`src/rtl/mem_arbiter.sv`:
```
// mem_arbiter: two-requester (instruction/data) arbiter for a single-outstanding shared memory port
module mem_arbiter #(
  parameter bit DATA_FIRST = 1'b1
) (
  input  logic        clk,
  input  logic        reset,
  input  logic        ireq_valid,
  input  logic [31:0] ireq_addr,
  output logic        iresp_addr_ok,
  output logic        iresp_data_ok,
  output logic [31:0] iresp_data,
  input  logic        dreq_valid,
  input  logic [31:0] dreq_addr,
  input  logic [31:0] dreq_data,
  input  logic [1:0]  dreq_size,
  input  logic [3:0]  dreq_strobe,
  output logic        dresp_addr_ok,
  output logic        dresp_data_ok,
  output logic [31:0] dresp_data,
  output logic        mreq_valid,
  output logic        mreq_is_write,
  output logic [31:0] mreq_addr,
  output logic [31:0] mreq_data,
  output logic [1:0]  mreq_size,
  output logic [3:0]  mreq_strobe,
  input  logic        mresp_addr_ok,
  input  logic        mresp_data_ok,
  input  logic [31:0] mresp_data,
  output logic        busy
);
  typedef enum logic [1:0] {IDLE, ADDR, DATA} state_t;
  state_t state_q, state_d;
  logic gnt_d_q, gnt_d_d, pick_d, addr_ok, data_ok;
  logic [31:0] addr_q, addr_d, data_q, data_d;
  logic [1:0] size_q, size_d;
  logic [3:0] strobe_q, strobe_d;
  always_comb begin
    state_d = state_q;
    gnt_d_d = gnt_d_q;
    addr_d = addr_q;
    data_d = data_q;
    size_d = size_q;
    strobe_d = strobe_q;
    pick_d = dreq_valid && (DATA_FIRST || !ireq_valid);
    addr_ok = state_q == ADDR && mresp_addr_ok;
    data_ok = (addr_ok || state_q == DATA) && mresp_data_ok;
    if (state_q == IDLE && (ireq_valid || dreq_valid)) begin
      state_d = ADDR;
      gnt_d_d = pick_d;
      addr_d = pick_d ? dreq_addr : ireq_addr;
      data_d = pick_d ? dreq_data : '0;
      size_d = pick_d ? dreq_size : 2'b10;
      strobe_d = pick_d ? dreq_strobe : '0;
    end else if (data_ok) begin
      state_d = IDLE;
    end else if (addr_ok) begin
      state_d = DATA;
    end
  end
  always_ff @(posedge clk) begin
    if (reset) begin
      state_q <= IDLE;
      gnt_d_q <= 1'b0;
      addr_q <= '0;
      data_q <= '0;
      size_q <= '0;
      strobe_q <= '0;
    end else begin
      state_q <= state_d;
      gnt_d_q <= gnt_d_d;
      addr_q <= addr_d;
      data_q <= data_d;
      size_q <= size_d;
      strobe_q <= strobe_d;
    end
  end
  assign busy = state_q != IDLE;
  assign mreq_valid = state_q == ADDR;
  assign mreq_is_write = mreq_valid && |strobe_q;
  assign mreq_addr = mreq_valid ? addr_q : '0;
  assign mreq_data = mreq_valid ? data_q : '0;
  assign mreq_size = mreq_valid ? size_q : '0;
  assign mreq_strobe = mreq_valid ? strobe_q : '0;
  assign iresp_addr_ok = addr_ok && !gnt_d_q;
  assign dresp_addr_ok = addr_ok && gnt_d_q;
  assign iresp_data_ok = data_ok && !gnt_d_q;
  assign dresp_data_ok = data_ok && gnt_d_q;
  assign iresp_data = iresp_data_ok ? mresp_data : '0;
  assign dresp_data = dresp_data_ok ? mresp_data : '0;
endmodule

```
`config.mk`:
```
export PLATFORM = sky130hd
export DESIGN_NAME = mem_arbiter
export DESIGN_NICKNAME = d
export VERILOG_FILES = /design/src/rtl/mem_arbiter.sv
export SDC_FILE = /design/constraint.sdc
export NUM_CORES = 1
export LEC_CHECK = 0
export ABC_CLOCK_PERIOD_IN_PS = 1850
export BUFFER_PORTS_ARGS = -buffer_cell sky130_fd_sc_hd__buf_2
export CAP_MARGIN = 10
export CORE_AREA = 2 2 110 112
export CTS_CLUSTER_DIAMETER = 30
export CTS_CLUSTER_SIZE = 10
export DETAILED_ROUTE_END_ITERATION = 8
export DIE_AREA = 0 0 112 114
export PLACE_DENSITY = 0.76
export SETUP_SLACK_MARGIN = 0.5
export SLEW_MARGIN = 20
export SYNTH_ARGS = -nofsm -noshare
export SYNTH_HDL_FRONTEND = slang
export SYNTH_SLANG_ARGS = --single-unit
```
`constraint.sdc`:
```
create_clock -name clk -period 1.85 [get_ports clk]
set_input_delay 0.0925 -clock clk [delete_from_list [all_inputs] [get_ports clk]]
set_output_delay 0.0925 -clock clk [all_outputs]
set_load 0.05 [all_outputs]
```
Word level (Yosys, flattened, before mapping)
Cells that the tools add are included.
{ "word_totals": {"ff_bits": 73, "wordCells": 38, "input_bits": 140, "output_inout_bits": 141} }
{ "classes": {"n_eq_ne": 2, "reduce_logical": 16, "mux": 13} }
{ "op_table": {"columns": ["operator", "count"], "rows": [
  ["32-bit two-way mux", 6],
  ["1-bit logical AND", 8],
  ["4-bit two-way mux", 2],
  ["2-bit two-way mux", 2],
  ["4-bit OR reduction", 1],
  ["1-bit two-way mux", 3],
  ["3-bit nonzero test", 1],
  ["3-bit OR reduction", 1],
  ["2-bit by 1-bit equality test with 1-bit output (second input constant)", 1],
  ["2-bit equality test (second input constant)", 1],
  ["2-bit zero test", 1],
  ["1-bit logical OR", 2],
  ["2-bit nonzero test", 1],
  ["1-bit zero test", 1]
]} }

Longest topological paths before layout
{ "depth": {"word_depth": 6, "ltp_mapped": 7, "mapped_depth_nobuf": 4} }

Least setup slack after synthesis
OpenSTA, ideal clock, no wires.
{ "synth_timing": {"path_type": "reg-to-output", "start": "reg state_q[1]", "end": "out iresp_data[22]", "slack_ns": -0.208, "n_path_buf": 1, "arrival_time_ns": 1.966, "required_time_ns": 1.757, "stages_incl_launch_ff": 5, "path_cell_list": "dfxtp_1 > nand3b_1 > a211oi_2 > clkbuf_1 > and2_1"} }
{ "synth_via": {"elab_chain_len": 6, "word_cells_on_any_way": 7, "classes_between": "2 x eq/ne; 1 x mux; 4 x reduce/logical"} }
{ "synth_lines": {"columns": ["element", "line_no", "rtl"], "rows": [
  ["start, declared", "32", "state_t state_q, state_d;"],
  ["start signal, assigned", "69", "state_q <= state_d;"],
  ["2-bit by 1-bit equality test with 1-bit output", "45", "addr_ok = state_q == ADDR && mresp_addr_ok;"],
  ["1-bit logical AND", "45", null],
  ["1-bit logical OR *", "46", "data_ok = (addr_ok || state_q == DATA) && mresp_data_ok;"],
  ["1-bit logical AND *", "46", null],
  ["1-bit logical AND *", "86", "assign iresp_data_ok = data_ok && !gnt_d_q;"],
  ["net iresp_data_ok", "10", "output logic iresp_data_ok,"],
  ["32-bit two-way mux *", "88", "assign iresp_data = iresp_data_ok ? mresp_data : '0;"],
  ["end, declared", "11", "output logic [31:0] iresp_data,"]
]} }
The timed path passes the listed nets; every way through them passes the cells marked *.

Worst setup path after layout
{ "layout_timing": {"start": "reg state_q[1]", "end": "out iresp_data[16]"} }
{ "layout_via": {"elab_chain_len": 6, "word_cells_on_any_way": 7, "classes_between": "2 x eq/ne; 1 x mux; 4 x reduce/logical"} }
{ "layout_lines": {"columns": ["element", "line_no"], "rows": [
  ["2-bit by 1-bit equality test with 1-bit output", "45"],
  ["1-bit logical AND", "45"],
  ["1-bit logical OR *", "46"],
  ["1-bit logical AND *", "46"],
  ["1-bit logical AND *", "86"],
  ["32-bit two-way mux *", "88"]
]} }
Mark *: on every way between the ends. The rest lies on a longest branch, timed or not.

==> impl_results.md <==
* Status: finished, violations left
* Failing checks: setup timing
* Residual DRC at 0
* Met2 WL at 11700 um
* Max FO, Critical Path at 13
* CTS buffer count at 9
* Total leakage power at 0.00408 uW
* Avg Inst Size Synth at 9.47 um^2
* Worst setup margin at -0.108 ns
* Placed inst area at 5930 um^2
* Layout cell share with drive strength beyond 1 at 74.0%
* Yosys warns at 0
* Cell taking the most area after synthesis: dfxtp_1
* DRT Pass-1 Iters at 7
* Maxcap violations at 0
* Mapped Cells at 411
* I/O Pins at 281
* Post-DRT Antenna Nets at 0
* Number of global-route vias before repair at 4785
* Area Overhead vs Synth at 132%
* Mapped Area at 3890 um^2
* First-pass GRT wire length at 26500 um
* Wirelength per Cell at 24.4 um
* Full die area at 12800 um^2
* Global route total overflow at 0
* Critical path type: flop to output port
* Nets at 897
* Largest net degree at the start of global routing at 39
* Fin crit period at 1.96 ns
* Max clock buf depth at 2
* RSZ-0062 raised after global routing: yes
* Reg clk slew, reported paths at 0.07 ns
* DR WL met3 at 1590 um
* TritonCTS clock tree: done
* Clk_lat worst skew at 0.33 ns
* Yosys cell types at 28
* Final Hold Slack at 0.0523 ns
* Final Util at 77.2%
* Routed WL at 22400 um
* VDD IR max at 428 uV
* Initial Utilization at 33.2%
* CTS root buffer: clkbuf_16
* Die height at 114 um
* Tot GR Track Use at 26.3%
* Half-perimeter wire length after placement at 10400 um
* Final hold vios at 0
* Final Max Slew Viols at 0
* Initial antenna violation count at 9
* I/O Buffers at 280
* # rows at 40
* Fin crit share at 106%
* Top cells by area, synth: dfxtp_1 (38%), and2_1 (17%), a211oi_2 (10%)
* H-Tree Depth at 3
* Fmax at 511 MHz
* Hold crit path type: primary input to flop
* Req. time, crit path at 1.76 ns
* Final cell count without fillers at 919
* Least-Margin Pin Slew at 0.594 ns
* Seq cells post-synth at 73
* Share of the synthesized area in the top cell type at 37.6%
* Worst rel slew slack at 60.4%
* Routability cong. at 0.953
* Vias per inst at 5.50
* Seq/Total Area, Yosys at 37.6%
* Net Count, Synth at 551
* Pwr dens at 669 nW/um^2
* Die X at 112 um
* Final setup vio count at 65
* WP data arrival at 1.87 ns
* Setup crit start kind: flop
* Max Clock Skew at 0.0131 ns
* Dpl cells at 810
* TNS Setup at -4.17 ns
* Setup crit end kind: output port
* Highest metal used: met4
* Vias post-DR at 5050
* Core Footprint at 11700 um^2
* Sink Count at 73
* Iter 0 DRT Violations at 474
* Fin area at 9040 um^2
* Met1 WL at 7760 um
[cells by family (layout without fill, tap and decap cells)]
kind of cell,after synthesis,after routing,share of synthesized area [%]
simple gates,147,147,23.4
compound gates,111,111,24.4
flops,73,73,37.6
buf+inv,48,399,6.33
mux,32,32,8.23
other cells,0,10,0
[cell usage after synthesis (all sizes together)]
library cell	instances
and2	104
buf	19
a21o	1
dfxtp	73
a22o	37
nor2b	2
nand2	1
o21ai	1
a22oi	1
a211oi	33
o41a	1
or2	1
nand3b	1
nand2b	1
mux2i	32
and3	33
inv	3
a21oi	36
nor2	3
a311oi	1
clkbuf	26
nor3b	1
[registers in the layout, indices dropped and copies added, names as in the netlist]
signal / count
addr_q: 32
data_q: 32
strobe_q: 4
size_q: 2
state_q: 2
gnt_d_q: 1
[worst max-delay path, stage by stage (launching register included)]
cell and delay, ns:
dfxtp_4 0.34, nand3b_1 0.16, buf_6 0.15, a211oi_4 0.28
buf_6 0.15, buf_12 0.14, and2_4 0.16, buf_8 0.14
[repair_timing]
item	CTS	global route
hold endpoints to repair	34	0
pin swaps	47	84
endpoints found under the setup margin	207	212
buffers inserted	12	11
gates cloned	5	21
gates resized for setup	334	185
hold buffers	34	0
[area by class of cell]
class	count	area, um^2
tap	147	184
fill	636	2670
inverter	3	11.3
clock inverter	7	60.1
multi-input combinational	290	2800
sequential	73	1470
antenna	10	25.0
clock buffer	9	225
timing repair buffer	380	4270
[cells in the final DEF (no fill, tap or decap), types with 8 or more instances in the layout]
cell type and n:
buf_8 136, clkbuf_16 22, dfxtp_1 71, a21oi_4 8, dlygate4sd3_1 34, a22o_1 37
buf_6 27, a211oi_2 31, a21oi_2 17, diode_2 10, buf_12 18, and2_4 104
and3_4 30, buf_4 8, mux2i_1 32, a21oi_1 11, buf_2 139
[per-layer routing]
| layer | track usage, % | up-vias |
|---|---|---|
| met4 | 12.9 | 0 |
| met2 | 48.4 | 360 |
| li1 | - | 2172 |
| met5 | 0 | - |
| met1 | 28.7 | 2417 |
| met3 | 5.74 | 101 |
[power breakdown]
group	switching, uW	total [uW]	internal (uW)
sequential	120	1840	1720
combinational	1270	2510	1250
clock	763	1700	933
[path summary, 6_finish.rpt]
check / endpoint / slack, ns / cells after the start / startpoint
worst min register to register: data_q[9] / 0.48 / 1 / data_q[9]
worst max register to register: data_q[20] / 0.07 / 8 / state_q[1]
worst max-delay path: iresp_data[16] / -0.11 / 7 / state_q[1]
worst min-delay path: data_q[14] / 0.05 / 2 / dreq_data[14]
[stage by stage]
| step | setup WS [ns] | power (uW) |
|---|---|---|
| CTS | -0.0366 | 5490 |
| global placement | 0.248 | 3330 |
| detailed placement | 0.207 | 3370 |
| floorplan | 0.388 | 2950 |
| finish | -0.108 | 6050 |
| global route | -0.126 | 6240 |
(Power assumes the default switching activity.)
